===== src/rtl/pcnn_iter_ctrl_pkg.sv =====
`default_nettype none
// ============================================================================
//  Module   : pcnn_iter_ctrl_pkg
//  Purpose  : Shared state encoding and width helper for the PCNN iteration
//             sequencer, its wrap counter, the datapath and the bench.
//  Contents : state_t  - sequencer states (IDLE, LOAD, TAP, UPD, OUT, DONE)
//             wbits()  - $clog2 clamped to a minimum of 1 bit
//  Revision : 1.0 - initial release
// ============================================================================
package pcnn_iter_ctrl_pkg;

  typedef enum logic [2:0] {
    S_IDLE = 3'd0,
    S_LOAD = 3'd1,
    S_TAP  = 3'd2,
    S_UPD  = 3'd3,
    S_OUT  = 3'd4,
    S_DONE = 3'd5
  } state_t;

  // Counter width for n states; a single-state counter still needs one bit.
  function automatic int wbits(input int n);
    return (n > 1) ? $clog2(n) : 1;
  endfunction

endpackage
`default_nettype wire


===== src/rtl/pcnn_iter_ctrl_wrap_cnt2d.sv =====
`default_nettype none
// ============================================================================
//  Module   : pcnn_wrap_cnt2d
//  Purpose  : Two-level wrap counter (outer hi, inner lo). The inner digit
//             counts 0..N0-1; on its wrap the outer digit steps 0..N1-1 and
//             wraps too, so the beat after (N1-1,N0-1) lands on (0,0).
//  Ports    : clk, rst (async, active-high)
//             clr  - synchronous clear to (0,0), wins over inc
//             inc  - advance one position
//             hi   - outer index, lo - inner index
//             last - currently at (N1-1,N0-1)
//  Revision : 1.0 - initial release
// ============================================================================
module pcnn_wrap_cnt2d
  import pcnn_iter_ctrl_pkg::*;
#(
  parameter int N1 = 2,
  parameter int N0 = 2,
  localparam int W1 = wbits(N1),
  localparam int W0 = wbits(N0)
) (
  input  logic          clk,
  input  logic          rst,
  input  logic          clr,
  input  logic          inc,
  output logic [W1-1:0] hi,
  output logic [W0-1:0] lo,
  output logic          last
);

  localparam logic [W1-1:0] HI_MAX = W1'(N1 - 1);
  localparam logic [W0-1:0] LO_MAX = W0'(N0 - 1);

  logic hi_end;
  logic lo_end;

  assign hi_end = (hi == HI_MAX);
  assign lo_end = (lo == LO_MAX);
  assign last   = hi_end && lo_end;

  always_ff @(posedge clk or posedge rst) begin
    if (rst) begin
      hi <= '0;
      lo <= '0;
    end else if (clr) begin
      hi <= '0;
      lo <= '0;
    end else if (inc) begin
      if (lo_end) begin
        lo <= '0;
        hi <= hi_end ? '0 : hi + W1'(1);
      end else begin
        lo <= lo + W0'(1);
      end
    end
  end

endmodule
`default_nettype wire


===== src/rtl/pcnn_iter_ctrl.sv =====
`default_nettype none
// ============================================================================
//  Module   : pcnn_iter_ctrl
//  Purpose  : Sequencer for the PCNN image datapath: load image, run n_iter
//             sweeps of (kernel accumulate per pixel -> neuron update), then
//             stream pulse pixels out. Owns pixel and kernel counters.
//  Ports    : go/n_iter/abort        - control (n_iter latched on go, 0 -> 1)
//             in_valid/in_ready      - stimulus pixel handshake (LOAD)
//             out_valid/out_ready    - pulse pixel handshake (OUT)
//             row/col, krow/kcol     - current pixel and kernel tap
//             ld_en/acc_clr/acc_en/upd_en - datapath strobes
//             iter_cnt/busy/done     - status
//  Revision : 1.0 - initial release
// ============================================================================
module pcnn_iter_ctrl
  import pcnn_iter_ctrl_pkg::*;
#(
  parameter int ROWS  = 8,
  parameter int COLS  = 8,
  parameter int KSIZE = 3,
  parameter int IW    = 4,
  localparam int RW = wbits(ROWS),
  localparam int CW = wbits(COLS),
  localparam int KW = wbits(KSIZE)
) (
  input  logic          clk,
  input  logic          rst,
  input  logic          go,
  input  logic [IW-1:0] n_iter,
  input  logic          abort,
  input  logic          in_valid,
  output logic          in_ready,
  output logic          out_valid,
  input  logic          out_ready,
  output logic [RW-1:0] row,
  output logic [CW-1:0] col,
  output logic [KW-1:0] krow,
  output logic [KW-1:0] kcol,
  output logic          ld_en,
  output logic          acc_clr,
  output logic          acc_en,
  output logic          upd_en,
  output logic [IW-1:0] iter_cnt,
  output logic          busy,
  output logic          done
);

  state_t        state, state_nxt;
  logic [IW-1:0] n_lat;

  logic pix_inc, pix_clr, pix_last;
  logic k_inc, k_clr, k_last;
  logic iter_inc, iter_clr, latch;

  pcnn_wrap_cnt2d #(.N1(ROWS), .N0(COLS)) u_pix (
    .clk  (clk),
    .rst  (rst),
    .clr  (pix_clr),
    .inc  (pix_inc),
    .hi   (row),
    .lo   (col),
    .last (pix_last)
  );

  pcnn_wrap_cnt2d #(.N1(KSIZE), .N0(KSIZE)) u_tap (
    .clk  (clk),
    .rst  (rst),
    .clr  (k_clr),
    .inc  (k_inc),
    .hi   (krow),
    .lo   (kcol),
    .last (k_last)
  );

  always_ff @(posedge clk or posedge rst) begin
    if (rst) begin
      state    <= S_IDLE;
      n_lat    <= '0;
      iter_cnt <= '0;
    end else begin
      state <= state_nxt;
      if (latch)
        n_lat <= (n_iter == '0) ? IW'(1) : n_iter;
      if (iter_clr)
        iter_cnt <= '0;
      else if (iter_inc)
        iter_cnt <= iter_cnt + IW'(1);
    end
  end

  // Counters wrap to (0,0) on their own after the last position, so the
  // LOAD->TAP, TAP->UPD and UPD->OUT hand-offs need no explicit clear.
  always_comb begin
    state_nxt = state;
    pix_inc   = 1'b0;
    pix_clr   = 1'b0;
    k_inc     = 1'b0;
    k_clr     = 1'b0;
    iter_inc  = 1'b0;
    iter_clr  = 1'b0;
    latch     = 1'b0;

    case (state)
      S_IDLE: begin
        if (go) begin
          state_nxt = S_LOAD;
          latch     = 1'b1;
          pix_clr   = 1'b1;
          k_clr     = 1'b1;
          iter_clr  = 1'b1;
        end
      end
      S_LOAD: begin
        if (in_valid) begin
          pix_inc = 1'b1;
          if (pix_last) state_nxt = S_TAP;
        end
      end
      S_TAP: begin
        k_inc = 1'b1;
        if (k_last) state_nxt = S_UPD;
      end
      S_UPD: begin
        pix_inc   = 1'b1;
        k_clr     = 1'b1;
        state_nxt = S_TAP;
        if (pix_last) begin
          iter_inc = 1'b1;
          if ((iter_cnt + IW'(1)) == n_lat) state_nxt = S_OUT;
        end
      end
      S_OUT: begin
        if (out_ready) begin
          pix_inc = 1'b1;
          if (pix_last) state_nxt = S_DONE;
        end
      end
      S_DONE: begin
        state_nxt = S_IDLE;
      end
      default: begin
        state_nxt = S_IDLE;
        pix_clr   = 1'b1;
        k_clr     = 1'b1;
        iter_clr  = 1'b1;
      end
    endcase

    // Abort overrides whatever the state decided above.
    if (abort && (state != S_IDLE)) begin
      state_nxt = S_IDLE;
      pix_inc   = 1'b0;
      k_inc     = 1'b0;
      iter_inc  = 1'b0;
      latch     = 1'b0;
      pix_clr   = 1'b1;
      k_clr     = 1'b1;
      iter_clr  = 1'b1;
    end
  end

  assign in_ready  = (state == S_LOAD);
  assign out_valid = (state == S_OUT);
  assign ld_en     = (state == S_LOAD) && in_valid;
  assign acc_en    = (state == S_TAP);
  assign acc_clr   = (state == S_TAP) && (krow == '0) && (kcol == '0);
  assign upd_en    = (state == S_UPD);
  assign busy      = (state != S_IDLE);
  assign done      = (state == S_DONE);

endmodule
`default_nettype wire

===== config.mk =====
export PLATFORM = sky130hd
export DESIGN_NAME = pcnn_iter_ctrl
export DESIGN_NICKNAME = d
export VERILOG_FILES = /design/src/rtl/pcnn_iter_ctrl_pkg.sv /design/src/rtl/pcnn_iter_ctrl_wrap_cnt2d.sv /design/src/rtl/pcnn_iter_ctrl.sv
export SDC_FILE = /design/constraint.sdc
export NUM_CORES = 1
export LEC_CHECK = 0
export ABC_AREA = 1
export CAP_MARGIN = 0
export CORE_MARGIN = 1
export CORE_UTILIZATION = 45
export CTS_CLUSTER_DIAMETER = 30
export DETAILED_ROUTE_END_ITERATION = 10
export GPL_TIMING_DRIVEN = 0
export PLACE_DENSITY = 0.78
export SLEW_MARGIN = 20
export SYNTH_ARGS = -nofsm -noshare
export SYNTH_HDL_FRONTEND = slang
export SYNTH_SLANG_ARGS = --single-unit

===== constraint.sdc =====
create_clock -name clk -period 1.44 [get_ports clk]
set_input_delay 0.216 -clock clk [delete_from_list [all_inputs] [get_ports clk]]
set_output_delay 0.216 -clock clk [all_outputs]
set_load 0.01 [all_outputs]

==> metrics <==
antenna violations before repair 0; layout cells sized above 1 a little under two fifths; routed len/inst 13.21 um; clock slew at reported path FFs about 120 ps; IO Port Bufs 31; Worst Tran Pin Value slightly above 800 ps; CTS tree yes; Worst Path Class, Setup flop to primary output; max-slew violations 0; die area 3381 um2; count of cell types in the netlist 25; syn avg cell area between 7 and 8 um2; gr ovfl total 0; CP max stage delay 440 ps; max cap viols 0; Post-route DRC 0; critical path peak fanout 2; pre-CTS setup slack -338.4 ps; CTS sink cnt 21; headroom to the max-slew limit between 40 and 50%; DIE WIDTH a little under 60 um; power per cell area approximately 1500 nW/um2; overall power about 3.4 mW; hold buffer count at CTS 0; Area contributors post-synth dfrtp_1 (37%), nand2_1 (12%), nand3_1 (8.1%); initial core utilization between 40% and 50%; via count 1536; required time of the critical path around 1200 ps; register area share after synthesis between 30% and 40%; VDD IR max slightly below 0.0009 V; Period minus WS final around 1600 ps; vias in the first global route 1406; Leak 1.212 nW; GP Congestion about 0.83; DP HPWL around 2300 um; Area Overhead vs Synth 60.41%; Setup-failing EPs final 17; FF-to-FF path depth 11; Highest Clock Rate 620.5 MHz; drt total wl about 4000 um; worst-path cell chain buf_6, nor3_4, nand2_1, nor2_1, buf_2; Crit. End Element primary output; mapped cell area between 1000 and 1500 um2; Total Routing Usage GR a little under a quarter; fin crit share 111.9%; Placeable Area about 3000 um2; setup ws final -171.6 ps; I/O pins 32; Clock Tree Root clkbuf_4; Async SR Flop Fraction 100.0%; CP max-delay cell dfrtp_2; number of synthesized flops with an enable pin 0; HP Class input port to asynchronous set/reset pin; Final Hold Vio Count 0; nets@finish 274; Syn Inst Count 190; CTS buffer count 3; status complete, but fails checks; placed instance area 1784 um2; type of origin of the critical path flop; Ys Warns 0; global-route wire length before repair 5982 um; unrepaired setup endpoints after global routing true; clock skew 1.026 ps; ys flop type dfrtp_1; routed vias/inst between 5 and 6; # rows 20; clk_lat worst skew between 300 and 400 ps; largest net degree at the start of global routing 22; Clock Tree Buf Depth 2; failing checks setup timing; die height 58.15 um; Post-DRT Antenna Nets 0; 1st-pass router iterations 4; initial DRC count 66; Ant. Diodes 0; synthesized flop and latch total 21; CP arrival roughly 1400 ps; Mapped Nets 205; dpl cells 265; count leader, synth nand2_1; Synth top cells by count nand2_1 (47), inv_1 (24), nand3_1 (23), dfrtp_1 (21), nor2_1 (21); top cell type's share of synthesized area between 30 and 40%; Finished Cell Area roughly 2300 um2; H-tree levels 1; Layout Cells excl Fill 302; post-synth top area cell dfrtp_1
## worst max-delay path: cells and delay by family, from the launching register on
kind                   cells  cell delay, ps
flip-flops                 1             440
AND/OR/NAND/NOR            3             380
buffers and inverters      2             280
## metrics by stage
stage | hold slack [ps] | TNS, ps | utilization, %
detailed placement | 493.7 | -2341 | 58.93
global placement | 491.9 | -1792 | 58.93
floorplan | 192.5 | 0 | -
global route | 430.6 | -2803 | 75.17
finish | 344.6 | -1487 | 75.17
CTS | 381.1 | -1227 | 68.97
## sequential cells by signal, indices dropped and copies added, names as in the netlist
register  cells
u_tap.hi      2
u_pix.lo      3
u_pix.hi      3
u_tap.lo      2
iter_cnt      4
n_lat         4
state         3
## layout make-up
cell class              count  area [um2]
multi-input cells         140       957.2
fillers                   193       752.0
repair buffers             64       580.6
flip-flops and latches     21       531.8
inverters                  28       110.1
well taps                  44       55.05
clock buffers               4       26.28
plain buffers               1       15.01
## worst paths after layout
kind / slack (ps) / to / from
max: -170 / acc_clr / state[2]
min: 340 / u_pix.hi[1] / rst
max reg2reg: -120 / u_pix.hi[2] / state[1]
min reg2reg: 540 / n_lat[0] / n_lat[0]
max in group asynchronous: 540 / state[0] / rst
min in group clk: 470 / n_lat[2] / n_iter[2]
## cells by family after synthesis
family / count (synthesis) / synth area share (%)
xor+xnor: 1 / 0.6174
simple gates: 115 / 42.68
compound gates: 19 / 7.055
fa+ha+maj: 5 / 4.409
flops: 21 / 37.04
buf+inv: 29 / 8.201
## layout by cell type (no fill, tap or decap), types with 4 or more instances in the layout
cell type and instances:
a21oi_1 6, dlygate4sd2_1 10, ha_4 4, nand2_1 39, dfrtp_1 16, o21ai_0 6, clkdlybuf4s50_1 9, nor2_1 15
dlymetal6s2s_1 4, nand2_2 6, nand4_1 6, inv_1 24, dfrtp_2 5, nand3_1 20, buf_6 10, nor2_4 7
nand2_4 8, buf_4 26
## report_power, final
group	internal, mW	switching [mW]
combinational	1.01	1.19
sequential	0.749	0.156
clock	0.108	0.193
## repair_timing
item | CTS | global route
buffers inserted | 23 | 9
endpoints found under the setup margin | 35 | 30
pin swaps | 14 | 7
gates resized for setup | 74 | 28
gates cloned | 0 | 1
## layer usage
| metal | up-vias | wire [um] | GRT usage, % |
|---|---|---|---|
| met1 | 748 | 1666 | 28.08 |
| met3 | 10 | 95 | 3.125 |
| li1 | 747 | - | - |
| met2 | 31 | 2121 | 40.89 |
| met4 | 0 | 105 | 9.184 |
| met5 | - | 0 | 0 |
Note: power is estimated with default switching activity, not from simulation.
